`config.mk`:
```
export PLATFORM = sky130hd
export DESIGN_NAME = mm_job_arbiter
export DESIGN_NICKNAME = d
export VERILOG_FILES = /design/src/rtl/mm_pkg.sv /design/src/rtl/rr_arb2.sv /design/src/rtl/mm_job_arbiter.sv
export SDC_FILE = /design/constraint.sdc
export NUM_CORES = 1
export LEC_CHECK = 0
export CAP_MARGIN = 5
export CORE_AREA = 2 2 232 234
export DETAILED_ROUTE_END_ITERATION = 8
export DIE_AREA = 0 0 234 236
export SLEW_MARGIN = 40
export SYNTH_ARGS = -nofsm -noshare
export SYNTH_HDL_FRONTEND = slang
export SYNTH_SLANG_ARGS = --single-unit
```
`constraint.sdc`:
```
create_clock -name clk -period 1.7 [get_ports clk]
set_input_delay 0.34 -clock clk [delete_from_list [all_inputs] [get_ports clk]]
set_output_delay 0.34 -clock clk [all_outputs]
set_load 0.01 [all_outputs]
```
`src/rtl/mm_pkg.sv`:
```
// Shared constants and types for the 3x3 matrix-multiply job arbiter.
// Matrices are packed row-major, one ELEM_W-bit element per entry.
package mm_pkg;

  localparam int unsigned ELEM_W = 8;
  localparam int unsigned DIM    = 3;
  localparam int unsigned MAT_W  = ELEM_W * DIM * DIM;

  typedef enum logic [2:0] {
    StIdle,
    StClear,
    StStart,
    StWait,
    StResp
  } state_e;

  // LSB position of element (i, j) inside a packed matrix.
  function automatic int unsigned elem_lsb(input int unsigned i, input int unsigned j);
    return ELEM_W * (DIM * i + j);
  endfunction

endpackage

```
`src/rtl/rr_arb2.sv`:
```
// Two-way round-robin grant: on contention the pointer's requester wins,
// a lone request always wins.
module rr_arb2 (
  input  logic [1:0] req,
  input  logic       ptr,
  output logic [1:0] grant
);

  always_comb begin
    grant = req;
    if (req == 2'b11) begin
      grant = ptr ? 2'b10 : 2'b01;
    end
  end

endmodule

```
`src/rtl/mm_job_arbiter.sv`:
```
// Shares one 3x3 systolic matmul array between two requesters: latches operands,
// clears and launches the array, waits under a watchdog and returns tagged results.
module mm_job_arbiter
  import mm_pkg::*;
#(
  parameter int unsigned TIMEOUT = 32
) (
  input  logic             clk,
  input  logic             reset,
  input  logic             req0,
  input  logic             req1,
  input  logic [MAT_W-1:0] a0,
  input  logic [MAT_W-1:0] b0,
  input  logic [MAT_W-1:0] a1,
  input  logic [MAT_W-1:0] b1,
  output logic             ack0,
  output logic             ack1,
  output logic             busy,
  output logic             arr_clear,
  output logic             arr_start,
  output logic [MAT_W-1:0] arr_a,
  output logic [MAT_W-1:0] arr_b,
  input  logic             arr_done,
  input  logic [MAT_W-1:0] arr_c,
  output logic             rsp_valid,
  input  logic             rsp_ready,
  output logic             rsp_id,
  output logic             rsp_err,
  output logic [MAT_W-1:0] rsp_c
);

  localparam int unsigned WdW = $clog2(TIMEOUT);

  state_e           state_q, state_d;
  logic             owner_q, owner_d;
  logic             ptr_q, ptr_d;
  logic [WdW-1:0]   wd_q, wd_d;
  logic [MAT_W-1:0] a_q, a_d;
  logic [MAT_W-1:0] b_q, b_d;
  logic [MAT_W-1:0] c_q, c_d;
  logic             err_q, err_d;
  logic [1:0]       grant;

  rr_arb2 u_rr_arb2 (
    .req   ({req1, req0}),
    .ptr   (ptr_q),
    .grant (grant)
  );

  always_comb begin
    state_d   = state_q;
    owner_d   = owner_q;
    ptr_d     = ptr_q;
    wd_d      = wd_q;
    a_d       = a_q;
    b_d       = b_q;
    c_d       = c_q;
    err_d     = err_q;
    ack0      = 1'b0;
    ack1      = 1'b0;
    arr_clear = 1'b0;
    arr_start = 1'b0;
    rsp_valid = 1'b0;

    unique case (state_q)
      StIdle: begin
        if (grant != 2'b00) begin
          owner_d = grant[1];
          a_d     = grant[1] ? a1 : a0;
          b_d     = grant[1] ? b1 : b0;
          state_d = StClear;
        end
      end
      StClear: begin
        arr_clear = 1'b1;
        ack0      = ~owner_q;
        ack1      = owner_q;
        wd_d      = '0;
        state_d   = StStart;
      end
      StStart: begin
        // Watchdog reads 0 in the launch cycle, so expiry lands TIMEOUT cycles after it.
        arr_start = 1'b1;
        wd_d      = wd_q + WdW'(1);
        state_d   = StWait;
      end
      StWait: begin
        if (arr_done) begin
          c_d     = arr_c;
          err_d   = 1'b0;
          state_d = StResp;
        end else if (wd_q == WdW'(TIMEOUT - 1)) begin
          c_d     = '0;
          err_d   = 1'b1;
          state_d = StResp;
        end else begin
          wd_d = wd_q + WdW'(1);
        end
      end
      StResp: begin
        rsp_valid = 1'b1;
        if (rsp_ready) begin
          ptr_d   = ~owner_q;
          state_d = StIdle;
        end
      end
      default: state_d = StIdle;
    endcase
  end

  always_ff @(posedge clk) begin
    if (reset) begin
      state_q <= StIdle;
      owner_q <= 1'b0;
      ptr_q   <= 1'b0;
      wd_q    <= '0;
      a_q     <= '0;
      b_q     <= '0;
      c_q     <= '0;
      err_q   <= 1'b0;
    end else begin
      state_q <= state_d;
      owner_q <= owner_d;
      ptr_q   <= ptr_d;
      wd_q    <= wd_d;
      a_q     <= a_d;
      b_q     <= b_d;
      c_q     <= c_d;
      err_q   <= err_d;
    end
  end

  assign busy    = (state_q != StIdle);
  assign arr_a   = a_q;
  assign arr_b   = b_q;
  assign rsp_id  = owner_q;
  assign rsp_err = err_q;
  assign rsp_c   = c_q;

endmodule

```
### Word level (Yosys, flattened, before mapping)

Cells that the tools add are included.

| storage, ports and cells | value |
|---|---|
| bits in registers | 227 |
| bits in latches | 0 |
| RAM bits | 0 |
| ROM bits | 0 |
| bits of input ports | 366 |
| output and inout port bits | 224 |
| logic and storage cells | 52 |
| memories kept | 0 |

| cells by class | value |
|---|---|
| add/subtract/negate cells | 1 |
| multiply operators | 0 |
| div/mod/pow operators | 0 |
| magnitude comparators | 0 |
| equality and inequality tests | 11 |
| shifts and indexed selects | 0 |
| mux-type cells | 21 |
| bitwise logic cells | 1 |
| reductions and logical operators | 10 |

Operators by type and width:

| operator | number |
|---|---|
| $mux 72 | 4 |
| $pmux 3 s5 | 1 |
| $pmux 5 s3 | 1 |
| $mux 3 | 4 |
| $mux 5 | 2 |
| $ne 2x2->1 const B | 4 |
| $mux 1 | 7 |
| $eq 3x2->1 const B | 2 |
| $reduce_and 2->1 | 3 |
| $reduce_and 3->1 | 2 |
| $reduce_bool 3->1 | 2 |
| $add 5x1->5 const B | 1 |
| $eq 5x5->1 const B | 1 |
| $mux 2 | 2 |
| $reduce_bool 2->1 | 2 |
| $eq 3x1->1 const B | 1 |
| $eq 3x3->1 const B | 1 |
| $logic_not 3->1 | 1 |
| $ne 3x3->1 const B | 1 |
| $eq 2x2->1 const B | 1 |
| $not 1->1 | 1 |

### Logic depth before layout (Yosys ltp)

Gate-level depths: netlist of the first run.

| logic depth | value |
|---|---|
| depth in word-level cells | 5 |
| depth in mapped cells | 7 |
| mapped depth without buffers | 6 |

### Modules after synthesis

From an unflattened synthesis of the first run, not the netlist that was laid out.

| unflattened totals | value |
|---|---|
| cell total of the unflattened synthesis | 1,046 |
| area, all modules | 9,987.1 um^2 |

By module, submodules not included:

| module | times used | cells each | area an instance (um^2) | seq. area each (um^2) |
|---|---|---|---|---|
| mm_job_arbiter | 1 | 1,043 | 9,968.3 | 4,544.4 |
| rr_arb2 | 1 | 3 | 18.8 | 0.0 |

### Worst setup path before layout of the first run

OpenSTA, ideal clock, no wires.

| timing path | value |
|---|---|
| path type | register to register |
| start point | register wd_q[0] |
| end point | register c_q[1] (netlist: rsp_c[1]) |
| library setup time | 0.070 ns |
| arrival | 1.639 ns |
| data required time | 1.630 ns |
| path slack | -0.009 ns |
| cell stages (with the launch flop) | 8 |
| buffers on the path | 1 |
| period minus slack after synthesis | 1.709 ns |
| path through | dfxtp_1 ha_1 and3_1 ha_1 nor2_1 clkbuf_1 o21ai_0 a21oi_1 |

| between the ends | value |
|---|---|
| longest elaborated chain between the ends | 3 |

RTL lines:

| element | RTL line | text |
|---|---|---|
| from (decl) | mm_job_arbiter.sv:37 | `logic [WdW-1:0] wd_q, wd_d;` |
| from (signal assigned) | mm_job_arbiter.sv:125 | `wd_q <= wd_d;` |
| $eq 5x5->1 | mm_job_arbiter.sv:92 | `end else if (wd_q == WdW'(TIMEOUT - 1)) begin` |
| $reduce_bool 2->1 (no line) | - |  |
| $reduce_and 2->1 (no line) | - |  |
| to (signal assigned) | mm_job_arbiter.sv:119 | `c_q <= '0;` |
| to (signal assigned) | mm_job_arbiter.sv:128 | `c_q <= c_d;` |
| to (decl) | mm_job_arbiter.sv:40 | `logic [MAT_W-1:0] c_q, c_d;` |

Every way passes these cells.
A chain may end at the register's enable or synchronous reset.

### Final worst setup path of the first run

| timing path | value |
|---|---|
| start point | register state_q[1] |
| end point | output busy |

| between the ends | value |
|---|---|
| longest elaborated chain between the ends | 1 |

RTL lines:

| element | RTL line | text |
|---|---|---|
| from (decl) | mm_job_arbiter.sv:34 | `state_e state_q, state_d;` |
| from (signal assigned) | mm_job_arbiter.sv:113 | `state_q <= StIdle;` |
| from (signal assigned) | mm_job_arbiter.sv:122 | `state_q <= state_d;` |
| $reduce_bool 3->1 | mm_job_arbiter.sv:133 | `assign busy = (state_q != StIdle);` |
| to (decl) | mm_job_arbiter.sv:18 | `output logic busy,` |

Every way passes these cells.

==> results of run 1 <==
-- worst paths after layout --
path | start | endpoint | slack [ns] | depth (start not counted)
worst max-delay path | state_q[1] | busy | -0.15 | 4
worst min-delay path | reset | rsp_c[14] | 0.18 | 2
worst max register to register | state_q[1] | arr_a[46] | -0.15 | 9
worst min register to register | rsp_c[30] | rsp_c[30] | 0.47 | 2
-- cells in the final DEF (no fill, tap or decap), types with 12 or more instances in the layout --
master,n
a311oi_2,40
nand2_1,72
dfxtp_1,220
dlygate4sd2_1,218
a311oi_1,105
clkbuf_16,51
a21oi_2,14
o21ai_1,25
a21oi_1,207
o21ai_0,196
clkdlybuf4s50_1,363
nand3b_1,147
buf_6,21
buf_4,79
buf_12,43
buf_8,12
-- power groups by stage --
| stage | clock, W | combinational [W] | sequential [W] |
|---|---|---|---|
| floorplan | 0 | 0.00162 | 0.00648 |
| global placement | 0 | 0.00479 | 0.00631 |
| detailed placement | 0 | 0.00482 | 0.00631 |
| CTS | 0.00653 | 0.00468 | 0.00620 |
| global route | 0.00674 | 0.00613 | 0.00626 |
| finish | 0.00640 | 0.00580 | 0.00621 |
-- state kept, by name, indices dropped and copies added (netlist names) --
name / cells
ptr_q: 1
rsp_err: 1
arr_a: 72
state_q: 3
rsp_c: 72
arr_b: 72
rsp_id: 1
wd_q: 5
-- worst max-delay path: stages, from the launching register on --
cell and delay (ns):
dfxtp_4 0.36, buf_6 0.12, nor3_4 0.24, inv_2 0.09
buf_6 0.14
-- layer usage --
metal,GRT usage (%),routed length [um],vias to the layer above
li1,-,-,5946
met1,18.57,20330,6163
met2,29.67,26900,575
met3,3.542,4194,106
met4,6.924,2239,0
met5,0,0,-
-- stage by stage --
step	cells	setup TNS (ns)	setup WS, ns	instance area (um^2)	power (W)
global route	2588	-19.96	-0.2079	20150	0.01913
detailed placement	2475	-39.89	-0.3506	17770	0.01114
CTS	2536	-3.728	-0.1652	18760	0.01741
global placement	2475	-31.29	-0.3045	17770	0.01109
finish	2588	-9.876	-0.1515	20150	0.01842
floorplan	1234	0	0.04773	10320	0.008106
-- what timing repair did --
action                                  4_1_cts  5_1_grt
setup buffers                                 6       22
resized for setup                           275      130
endpoints found under the setup margin      377      190
pin swaps                                     4       41
cloned                                        5       30
-- logic make-up after synthesis --
group | Yosys count
DFF | 227
and+or+nand+nor | 245
AOI/OAI and AO/OA | 597
buffers and inverters | 163
adders and majority gates | 2
-- layout make-up --
cell class	count	area, um^2
clock buffer	31	710.7
clock inverter	19	259.0
fill	5381	32920
inverter	2	10.01
multi-input combinational	844	5524
sequential	227	4558
tap	696	870.8
timing repair buffer	769	8217
==> qor.yml, run 1 <==
seq_power_share_pct: 33.7
ys.flop_type: "dfxtp_1"
drt_iter0_markers: 804
numCtsBuffers: 27
synth_mux_area_share_pct: 0
die_h_um: 236
synth_common_cells: "227 x dfxtp_1, 222 x o21ai_0, 221 x a21oi_1"
syn_inst: 1234
ys_warn_count: 0
p_sw_share_pct: 29.74
dieArea_mm2: 0.05522
synth_edf_count: 0
crit_fanout: 5
yosys-top-cells-area: "dfxtp_1 44%, a311oi_1 12%, o21ai_0 11%, a21oi_1 11%, nand3b_1 11%"
nets: 2239
via_per_inst: 4.942
drc_errors: 0
grt_use_total_pct: 16.49
setup_viol: 144
netlist_area_mm2: 0.01032
area_growth_syn_to_layout_pct: 95.20
synth_compound_area_share_pct: 34.42
p_leak_nw: 7.826
p_clk_share_pct: 34.8
hold_violations: 0
overflow: 0
htree_levels: 1
crit_path_end_kind: "output port"
post-route-util_pct: 37.97
grt_pass1_vias: 12159
rsz0062_at_grt: "true"
fin_hold_ws_ns: 0.1842
grt_pass1_wl_um: 71690
yosys.area.top_type_share_pct: 44.02
synth_fa_ha_area_share_pct: 0.2424
rows: 85
powerDensity_mw_per_mm2: 914.0
synth_top_family_by_area: "compound AO/OA/AOI/OAI gates"
die_w_um: 234
status: "finished with violations"
maxCapViolations: 0
ir_worst_vdd_uv: 651.5
grt_max_degree: 76
hpwl_um: 35830
crit_required_ns: 1.36
portBuffers: 589
antenna_found_initial: 0
yosysMostFrequentCell: "dfxtp_1"
crit_arrival_ns: 1.51
async_reset_ff_share_pct: 0
combinationalPowerShare_pct: 31.5
path_clk_slew_ns: 0.06
num_antenna_cells: 0
violations: "negative setup slack"
wl_per_cell_um: 20.74
clock_skew_ns: 0.02264
synth-seq-cells: 227
num_vias: 12790
syn_nets: 1602
synthSimpleGateAreaFrac_pct: 15.01
cts_root_buffer: "clkbuf_16"
fin_crit_ns: 1.851
criticalPathCategory: "reg2out"
dr.pass1.iters: 6
cp-start-kind: "register"
cts_tree: "built"
drt-total-wl_um: 53660
hold_buffers: 0
worst_slack_ns: -0.1515
slew_viol_final: 0
cts_sinks: 227
max-slew-margin-rel_pct: 65.99
clk_latency_ns: 0.56
core_mm2: 0.05307
finalCritPeriodShare_pct: 108.9
avgSynthCellArea_um2: 8.365
tightest_slew_ns: 0.5091
synth_cell_types: 33
initial_utilization_pct: 19.45
synth_xor_area_share_pct: 0
yosysTopAreaCell: "dfxtp_1"
ys_seq_area_share_pct: 44.02
antenna_left: 0
io_pins: 590
clk_path_buf_depth: 3
fmax_mhz: 540.1
hp-class: "in2reg"
drive_above_1_share_pct: 16.65
place_congestion: 0.8733
intPower_w: 0.01294
power_switching_w: 0.005477
No activity file was read; power rests on OpenSTA's default activity.
==> run 2, diff against run 1 <==
==> constraint.sdc (replaced) <==
create_clock -name clk -period 1.7 [get_ports clk]
set_input_delay 0.51 -clock clk [delete_from_list [all_inputs] [get_ports clk]]
set_output_delay 0.51 -clock clk [all_outputs]
set_load 0.01 [all_outputs]
==> run 2 against run 1 <==
The run still ends with negative setup slack left. Critical path depth unchanged. Count of clock-buffer cells in the layout grew 15. Design area shrank 0.55%. Wire length is 3.7% lower. Hold slack got worse by 0.028 ns. Total power up 1.0%. Clock skew is 0.014 ns lower. Setup slack worse by 0.17 ns.
==> qor.yml, run 2 (same netlist as run 1, synthesis figures left out) <==
reg2regPathDepth: 11
cts_sinks: 227
nets: 2228
finalCritPeriodShare_pct: 118.8
die_w_um: 234
hold_violations: 0
clk_path_buf_depth: 3
hp-class: "in2reg"
io_pins: 590
area_growth_syn_to_layout_pct: 94.12
overflow: 0
hpwl_um: 34980
critPathLaunch: "state_q[1]"
crit_required_ns: 1.19
cp-start-kind: "register"
hold_depth: 2
hold_buffers: 0
crit_path_cell_trace: "nor3b_4 > buf_4 > nor2b_1 > buf_2"
path_clk_slew_ns: 0.06
max-slew-margin-rel_pct: 71.81
via_per_inst: 4.926
dieArea_mm2: 0.05522
cts_tree: "built"
wl_per_cell_um: 20.04
fmax_mhz: 495.2
clk_latency_ns: 0.55
rows: 85
die_h_um: 236
drc_errors: 0
antenna_found_initial: 0
grtUsageMet3_pct: 3.590
slew_viol_final: 0
criticalPathCategory: "reg2out"
crit_arrival_ns: 1.51
drt-total-wl_um: 51670
htree_levels: 1
num-fill-cells: 5283
p_leak_nw: 7.303
setup_tns_ns: -30.45
cp_slowest_cell: "dfxtp_2"
crit_path_end_kind: "output port"
rsz0062_at_grt: "true"
gr-usage-met2_pct: 28.65
top_usage_layer: "met2"
endpoint: "ack0"
num_vias: 12699
fin_crit_ns: 2.019
cp.depth: 4
r2r_slack_ns: -0.30
tightest_slew_ns: 0.4184
drive_above_1_share_pct: 17.59
initial_utilization_pct: 19.45
final_common_cell: "clkdlybuf4s50_1"
crit_family: "flip-flops"
r2r_end: "arr_b[57]"
cp_slowest_stage_delay_ns: 0.34
violations: "negative setup slack"
grt_use_total_pct: 16.81
grt_max_degree: 64
grt_pass1_vias: 12357
drt_iter0_markers: 761
place_congestion: 0.8619
crit_buf_inv: 2
grt_pass1_wl_um: 72890
clock_skew_ns: 0.008220
status: "finished with violations"
powerDensity_mw_per_mm2: 928.4
antenna_left: 0
portBuffers: 589
num_antenna_cells: 0
numCtsBuffers: 28
r2r_start: "state_q[2]"
cts_root_buffer: "clkbuf_16"
crit_fanout: 4
maxCapViolations: 0
setup_viol: 152
worst_slack_ns: -0.3195
ir_worst_vdd_uv: 654.8
place_ws_ns: -0.5044
core_mm2: 0.05307
final_cell_mix: "363 x clkdlybuf4s50_1, 222 x o21ai_0, 221 x a21oi_1"
grt_util_met1_pct: 20.40
dr.pass1.iters: 5
[run 2: layout make-up]
type	count	area (um^2)	share of cell area [%]
Clock buffer	46	879.6	4.390
Timing Repair Buffer	757	8324	41.54
Multi-Input combinational cell	844	5254	26.22
Tap cell	696	870.8	4.346
Clock inverter	6	130.1	0.6494
Sequential cell	227	4569	22.80
Inverter	2	10.01	0.04995
[run 2: layer usage]
| layer | wire [um] | up-vias |
|---|---|---|
| met1 | 20590 | 6030 |
| met5 | 0 | - |
| met2 | 24650 | 627 |
| met3 | 4306 | 113 |
| li1 | - | 5929 |
| met4 | 2111 | 0 |
[run 2: where the power goes]
group          internal (W)  switching (W)
Combinational       0.00331        0.00257
Clock               0.00411        0.00242
Sequential          0.00587       0.000326
[run 2: stage by stage]
stage	hold slack [ns]	instance area, um^2	instances	utilization, %	total power (W)
2_1_floorplan	0.4539	10330	1234	-	0.008107
3_3_place_gp	0.4551	17790	2468	33.52	0.01107
3_5_place_dp	0.4638	17790	2468	33.52	0.01112
4_1_cts	0.1150	19460	2549	36.67	0.01826
5_1_grt	0.1341	20040	2578	37.76	0.01936
6_report	0.1565	20040	2578	37.76	0.01860
[run 2: worst min-delay path by stage]
| stage | start | to | slack, ns |
|---|---|---|---|
| 6_report | reset | arr_a[63] | 0.16 |
| 3_3_place_gp | rsp_c[46] | rsp_c[46] | 0.46 |
| 3_5_place_dp | rsp_c[71] | rsp_c[71] | 0.46 |
| 2_1_floorplan | wd_q[4] | wd_q[4] | 0.45 |
| 5_1_grt | reset | arr_a[63] | 0.13 |
| 4_1_cts | reset | arr_a[63] | 0.12 |
[run 2: repair_timing]
item,CTS,global route
pin swaps,3,27
endpoints found under the setup margin,411,320
setup buffers,17,21
gates cloned,13,13
gates resized for setup,536,34
